$ cat src/rtl/updown_cmd_arbiter.sv
// updown_cmd_arbiter
// Command sequencer and two-port round-robin arbiter for a shared up/down
// counter. Each requester hands over a (direction, step-count) command via
// valid/ready. The granted command drives cnt_en/cnt_mode for exactly the
// requested number of clocks, then a one-cycle done pulse reports back to
// the owning requester.
//
// Ports
//   clk                  sole clock, rising edge
//   rst                  asynchronous active-high reset
//   req0_valid/dir/len   requester 0 command (dir: 1 = up, 0 = down)
//   req0_ready           requester 0 command accepted this cycle
//   req1_*               same, for requester 1
//   abort                synchronous abort of the running command
//   cnt_en               counter advances one step on each clk edge where high
//   cnt_mode             counter direction (1 = up)
//   busy                 command in progress (state != IDLE)
//   owner                requester index of the current or last command
//   done                 one-cycle completion pulse
//   done_id              requester index for done
//   done_abort           qualifies done: the command was aborted
module updown_cmd_arbiter #(
  parameter int LEN_W = 4
) (
  input  logic             clk,
  input  logic             rst,
  input  logic             req0_valid,
  input  logic             req0_dir,
  input  logic [LEN_W-1:0] req0_len,
  output logic             req0_ready,
  input  logic             req1_valid,
  input  logic             req1_dir,
  input  logic [LEN_W-1:0] req1_len,
  output logic             req1_ready,
  input  logic             abort,
  output logic             cnt_en,
  output logic             cnt_mode,
  output logic             busy,
  output logic             owner,
  output logic             done,
  output logic             done_id,
  output logic             done_abort
);

  typedef enum logic [1:0] {
    IDLE = 2'd0,
    RUN  = 2'd1,
    DONE = 2'd2
  } state_t;

  state_t           state_r;
  logic [LEN_W-1:0] rem_r;
  logic             prio_r;
  logic             owner_r;
  logic             mode_r;
  logic             done_r;
  logic             done_id_r;
  logic             done_abort_r;

  logic             gnt_valid_s;
  logic             gnt_id_s;
  logic             gnt_dir_s;
  logic [LEN_W-1:0] gnt_len_s;

  // Round-robin pick in IDLE: prio only breaks ties when both are valid.
  always_comb begin
    gnt_valid_s = 1'b0;
    gnt_id_s    = prio_r;
    if (state_r == IDLE) begin
      if (req0_valid && req1_valid) begin
        gnt_valid_s = 1'b1;
        gnt_id_s    = prio_r;
      end else if (req0_valid) begin
        gnt_valid_s = 1'b1;
        gnt_id_s    = 1'b0;
      end else if (req1_valid) begin
        gnt_valid_s = 1'b1;
        gnt_id_s    = 1'b1;
      end else begin
        gnt_valid_s = 1'b0;
        gnt_id_s    = prio_r;
      end
    end else begin
      gnt_valid_s = 1'b0;
      gnt_id_s    = prio_r;
    end
  end

  // Payload mux for the granted requester.
  always_comb begin
    if (gnt_id_s) begin
      gnt_dir_s = req1_dir;
      gnt_len_s = req1_len;
    end else begin
      gnt_dir_s = req0_dir;
      gnt_len_s = req0_len;
    end
  end

  assign req0_ready = gnt_valid_s & ~gnt_id_s;
  assign req1_ready = gnt_valid_s &  gnt_id_s;

  // Abort must suppress the step in the same cycle, so cnt_en is gated
  // combinationally; the state register's async reset drops it instantly.
  assign cnt_en     = (state_r == RUN) & ~abort;
  assign cnt_mode   = mode_r;
  assign busy       = (state_r != IDLE);
  assign owner      = owner_r;
  assign done       = done_r;
  assign done_id    = done_id_r;
  assign done_abort = done_abort_r;

  // Sequencer FSM with registered status outputs.
  always_ff @(posedge clk or posedge rst) begin
    if (rst) begin
      state_r      <= IDLE;
      rem_r        <= '0;
      prio_r       <= 1'b0;
      owner_r      <= 1'b0;
      mode_r       <= 1'b1;
      done_r       <= 1'b0;
      done_id_r    <= 1'b0;
      done_abort_r <= 1'b0;
    end else begin
      case (state_r)
        IDLE: begin
          done_r       <= 1'b0;
          done_abort_r <= 1'b0;
          if (gnt_valid_s) begin
            owner_r <= gnt_id_s;
            rem_r   <= gnt_len_s;
            if (gnt_len_s != '0) begin
              mode_r  <= gnt_dir_s;
              state_r <= RUN;
            end else begin
              // No-op command: report completion straight away.
              state_r   <= DONE;
              done_r    <= 1'b1;
              done_id_r <= gnt_id_s;
            end
          end else begin
            state_r <= IDLE;
          end
        end
        RUN: begin
          if (abort) begin
            state_r      <= DONE;
            done_r       <= 1'b1;
            done_id_r    <= owner_r;
            done_abort_r <= 1'b1;
          end else begin
            rem_r <= rem_r - LEN_W'(1);
            // Exit on rem = 1 so rem never wraps below zero.
            if (rem_r == LEN_W'(1)) begin
              state_r   <= DONE;
              done_r    <= 1'b1;
              done_id_r <= owner_r;
            end else begin
              state_r <= RUN;
            end
          end
        end
        DONE: begin
          done_r       <= 1'b0;
          done_abort_r <= 1'b0;
          prio_r       <= ~owner_r;
          state_r      <= IDLE;
        end
        default: begin
          done_r       <= 1'b0;
          done_abort_r <= 1'b0;
          state_r      <= IDLE;
        end
      endcase
    end
  end

endmodule

$ cat config.mk
export PLATFORM = sky130hd
export DESIGN_NAME = updown_cmd_arbiter
export DESIGN_NICKNAME = d
export VERILOG_FILES = /design/src/rtl/updown_cmd_arbiter.sv
export SDC_FILE = /design/constraint.sdc
export NUM_CORES = 1
export LEC_CHECK = 0
export BUFFER_PORTS_ARGS = -buffer_cell sky130_fd_sc_hd__buf_2
export CORE_MARGIN = 4
export CORE_UTILIZATION = 49
export DETAILED_ROUTE_END_ITERATION = 10
export GPL_TIMING_DRIVEN = 0
export HOLD_SLACK_MARGIN = 0.02
export MAX_ROUTING_LAYER = met4
export PLACE_DENSITY = 0.73
export SETUP_SLACK_MARGIN = 0.05
export SYNTH_ARGS = -nofsm -noshare
export SYNTH_HDL_FRONTEND = slang
export SYNTH_SLANG_ARGS = --single-unit
$ cat constraint.sdc
create_clock -name clk -period 2.1 [get_ports clk]
set_input_delay 0.315 -clock clk [delete_from_list [all_inputs] [get_ports clk]]
set_output_delay 0.315 -clock clk [all_outputs]
set_load 0.01 [all_outputs]
==> impl_summary.log <==
INFO  metric fill_cells = 130
INFO  metric synthesis.area = 768.2 µm²
INFO  metric worst_slack = 201.8 ps
INFO  metric drt_wl_total = 1.703 mm
INFO  metric worst_slew_margin_relative_to_its_limit = 65.57%
INFO  metric fmax = 526.8 MHz
INFO  metric startpoint = state_r[0]
INFO  metric insertedDiodeCount = 0
INFO  metric ys_ff_latch = 12
INFO  metric number_of_detailed_routing_iterations_run_before_antenna_repair = 4
INFO  metric timing.final.setup_violations = 0
INFO  metric synth_top_family_by_area = compound AO/OA/AOI/OAI gates
INFO  metric instances_no_fill = 131
INFO  metric yosys_most_used_dff = sky130_fd_sc_hd__dfrtp_1
INFO  metric clock_period_minus_worst_slack = 1898 ps
INFO  metric post_drt_via_cell_ratio = 5.550
INFO  metric max_h_tree_level = 1
INFO  metric grt_util_all_layers = 18.26%
INFO  metric first_global_vias = 664
INFO  metric transition_at_the_pin_with_the_smallest_max_transition_slack = 515.5 ps
INFO  metric timing_worst_setup_path_type = flop to flop
INFO  metric final-max-slew-violation-count = 0
INFO  metric detail_route.wl_per_cell = 13.00 µm
INFO  metric yosys.area_share.adder = 3.257%
INFO  metric cts_tree = done
INFO  metric critical_path.startpoint_type = flop
INFO  metric dp.cells = 126
INFO  metric post_synth_mux_area_share = 7.980%
INFO  metric vias = 727
INFO  metric synth.yosys.seq_area_share = 39.25%
INFO  metric clk_root_buffer_cell = sky130_fd_sc_hd__clkbuf_4
INFO  metric leftover_overflow_at_the_end_of_global_routing = 0
INFO  metric final-hold-violation-count = 0
INFO  metric cap_viol_max_count = 0
INFO  metric grt_antenna_before_repair = 0
INFO  metric timing.critical_path.to_type = flop
INFO  metric numPortBuffers = 23
INFO  metric vdd_ir_drop_max = 801.9 µV
INFO  metric design.die.area = 0.002265 mm²
INFO  metric worstPathMaxFanout = 10
INFO  metric die_h = 47.60 µm
INFO  metric antenna_left = 0
INFO  metric path_clk_slew = 80 ps
INFO  metric synth-compound-area-share = 25.57%
INFO  metric first_iter_violations = 17
INFO  metric clock_sink_count = 12
INFO  metric die_x = 47.60 µm
INFO  metric clk_lat_worst_skew = 280 ps
INFO  metric grt_first_pass_wirelength = 2.794 mm
INFO  metric core_area = 0.001489 mm²
INFO  metric pleak = 0.4844 nW
INFO  metric grt_start_max_net_pins = 13
INFO  metric synth_area_in_simple_gates = 16.61%
INFO  metric final_util = 64.29%
INFO  metric synth_top_cells_by_area = sky130_fd_sc_hd__dfrtp_1, sky130_fd_sc_hd__mux2i_1, sky130_fd_sc_hd__o21ai_0
INFO  metric ctsLongestPathBuffers = 2
INFO  metric post-synth-top-area-fraction = 35.83%
INFO  metric finalWeightedCongestion = 0.7603
INFO  metric synth_xor_xnor_area_share = 0%
INFO  metric tritoncts.num_buffers = 3
INFO  metric status = finished, final reports clean
INFO  metric yosysTopAreaCell = sky130_fd_sc_hd__dfrtp_1
INFO  metric powerDensity = 1480 mW/mm²
INFO  metric finClkSkew = 0.7145 ps
INFO  metric worst-endpoint-required = 2270 ps
INFO  metric mapped_nets = 104
INFO  metric drc_errors = 0
INFO  metric post_synth_inst_count = 87
INFO  metric drive_gt1_share = 32.17%
INFO  metric start_util = 51.60%
INFO  metric synth_async_sr_flop_share = 100.0%
INFO  metric area_growth_syn_to_layout = 24.59%
INFO  metric synth.lib_cells_used.distinct = 32
INFO  metric post_route_fraction_of_the_period_consumed_by_the_critical_path = 90.39%
INFO  metric num_io_pins = 24
INFO  metric detailedPlacementHpwl = 1.360 mm
INFO  metric ys.warnings.count = 0
INFO  metric fin_setup_tns = 0 ps
INFO  metric nNetsFinal = 133
INFO  metric critPathArrivalTime = 2060 ps
INFO  metric hold_ws = 21.60 ps
INFO  metric syn-mean-instance-area = 8.830 µm²
INFO  metric worstReg2RegStart = state_r[0]
INFO  metric cts_hold_repair.buffers = 0
INFO  metric pre_cts_setup_slack = 144.1 ps
INFO  metric min-delay-path-class = input port to asynchronous set/reset pin
INFO  metric rows = 14
INFO  metric synth_enable_flop_cells = 0
INFO  metric setup_repair_after_global_routing_missed_its_margin = no
==> registers in the layout (all words and copies together), names as in the netlist <==
name	flops
owner	1
rem_r	4
prio_r	1
done_id	1
state_r	2
done	1
cnt_mode	1
done_abort	1
==> cell usage after synthesis, types with 2 or more instances <==
library cell               number
sky130_fd_sc_hd__inv_1          9
sky130_fd_sc_hd__o21bai_1       2
sky130_fd_sc_hd__a21oi_1        5
sky130_fd_sc_hd__ha_1           2
sky130_fd_sc_hd__nor3b_1        2
sky130_fd_sc_hd__nand2_1        6
sky130_fd_sc_hd__a21o_1         2
sky130_fd_sc_hd__nor4_1         2
sky130_fd_sc_hd__nor3_1         3
sky130_fd_sc_hd__dfrtp_1       11
sky130_fd_sc_hd__mux2i_1        5
sky130_fd_sc_hd__nor2_1        10
sky130_fd_sc_hd__a31oi_1        2
sky130_fd_sc_hd__o21ai_0        8
==> repair_timing <==
| item | CTS | global route |
|---|---|---|
| buffers inserted | 0 | 1 |
| gates resized for setup | 0 | 2 |
| endpoints found under the setup margin | 0 | 5 |
==> cell type report <==
type	instances	area, µm²	share of cell area (%)
multi-input cells	63	420.4	43.92
well taps	16	20.02	2.092
plain buffers	3	22.52	2.353
flip-flops and latches	12	301.5	31.50
repair buffers	24	122.6	12.81
clock buffers	4	36.28	3.791
inverters	9	33.78	3.529
==> report_power, final <==
group          switching, mW  total, mW  leakage, nW  internal, mW
registers             0.0847      0.437        0.142         0.353
clock network         0.0861      0.192       0.0210         0.106
logic                  0.427      0.788        0.321         0.360
==> layout by cell type, fill, tap and decap left out, types with 2 or more instances in the layout <==
cell / instances
sky130_fd_sc_hd__buf_2: 23
sky130_fd_sc_hd__dfrtp_1: 11
sky130_fd_sc_hd__nor2_1: 10
sky130_fd_sc_hd__inv_1: 9
sky130_fd_sc_hd__o21ai_0: 8
sky130_fd_sc_hd__nand2_1: 6
sky130_fd_sc_hd__mux2i_1: 5
sky130_fd_sc_hd__a21oi_1: 5
sky130_fd_sc_hd__nor3_1: 3
sky130_fd_sc_hd__clkbuf_4: 3
sky130_fd_sc_hd__buf_4: 2
sky130_fd_sc_hd__o21bai_1: 2
sky130_fd_sc_hd__a31oi_1: 2
sky130_fd_sc_hd__nor4_1: 2
sky130_fd_sc_hd__a21o_1: 2
sky130_fd_sc_hd__ha_1: 2
==> worst max-delay path, cell delays in order, from the launching register on <==
cell and delay, ps:
sky130_fd_sc_hd__dfrtp_1 390, sky130_fd_sc_hd__buf_6 140, sky130_fd_sc_hd__o31a_1 320, sky130_fd_sc_hd__o22ai_4 270
sky130_fd_sc_hd__mux2i_1 260, sky130_fd_sc_hd__a21oi_2 90, sky130_fd_sc_hd__mux2_1 320
==> worst paths after layout <==
path                               to  slack [ps]  cells after the start
max in group asynchronous    cnt_mode        1740                      2
hold reg to reg                  done         480                      1
setup / recovery              done_id         200                      6
setup reg to reg              done_id         200                      6
hold / removal             done_abort          20                      2
min in group clk           done_abort         310                      3
==> logic make-up (layout without fill, tap and decap cells) <==
family                   Yosys count  after routing
AO/OA/AOI/OAI                     28             28
AND/OR/NAND/NOR                   27             27
flip-flops                        12             12
buffers and inverters             12             40
multiplexers                       6              6
adder cells (fa/ha/maj)            2              2
==> stage by stage <==
stage,instance area [µm²],power [mW]
after global routing,957.2,1.541
after detailed placement,903.4,1.202
final,957.2,1.417
after floorplan,768.2,1.000
after global placement,903.4,1.176
after CTS,939.7,1.396
==> metal layers <==
layer	GRT usage, %	up-vias	part of all wire [%]
li1	-	364	-
met1	23.83	334	45
met2	28.34	24	46
met3	2.256	5	6.6
met4	8.065	0	2.1
met5	-	-	0
Power figures use the tool's default switching activity.
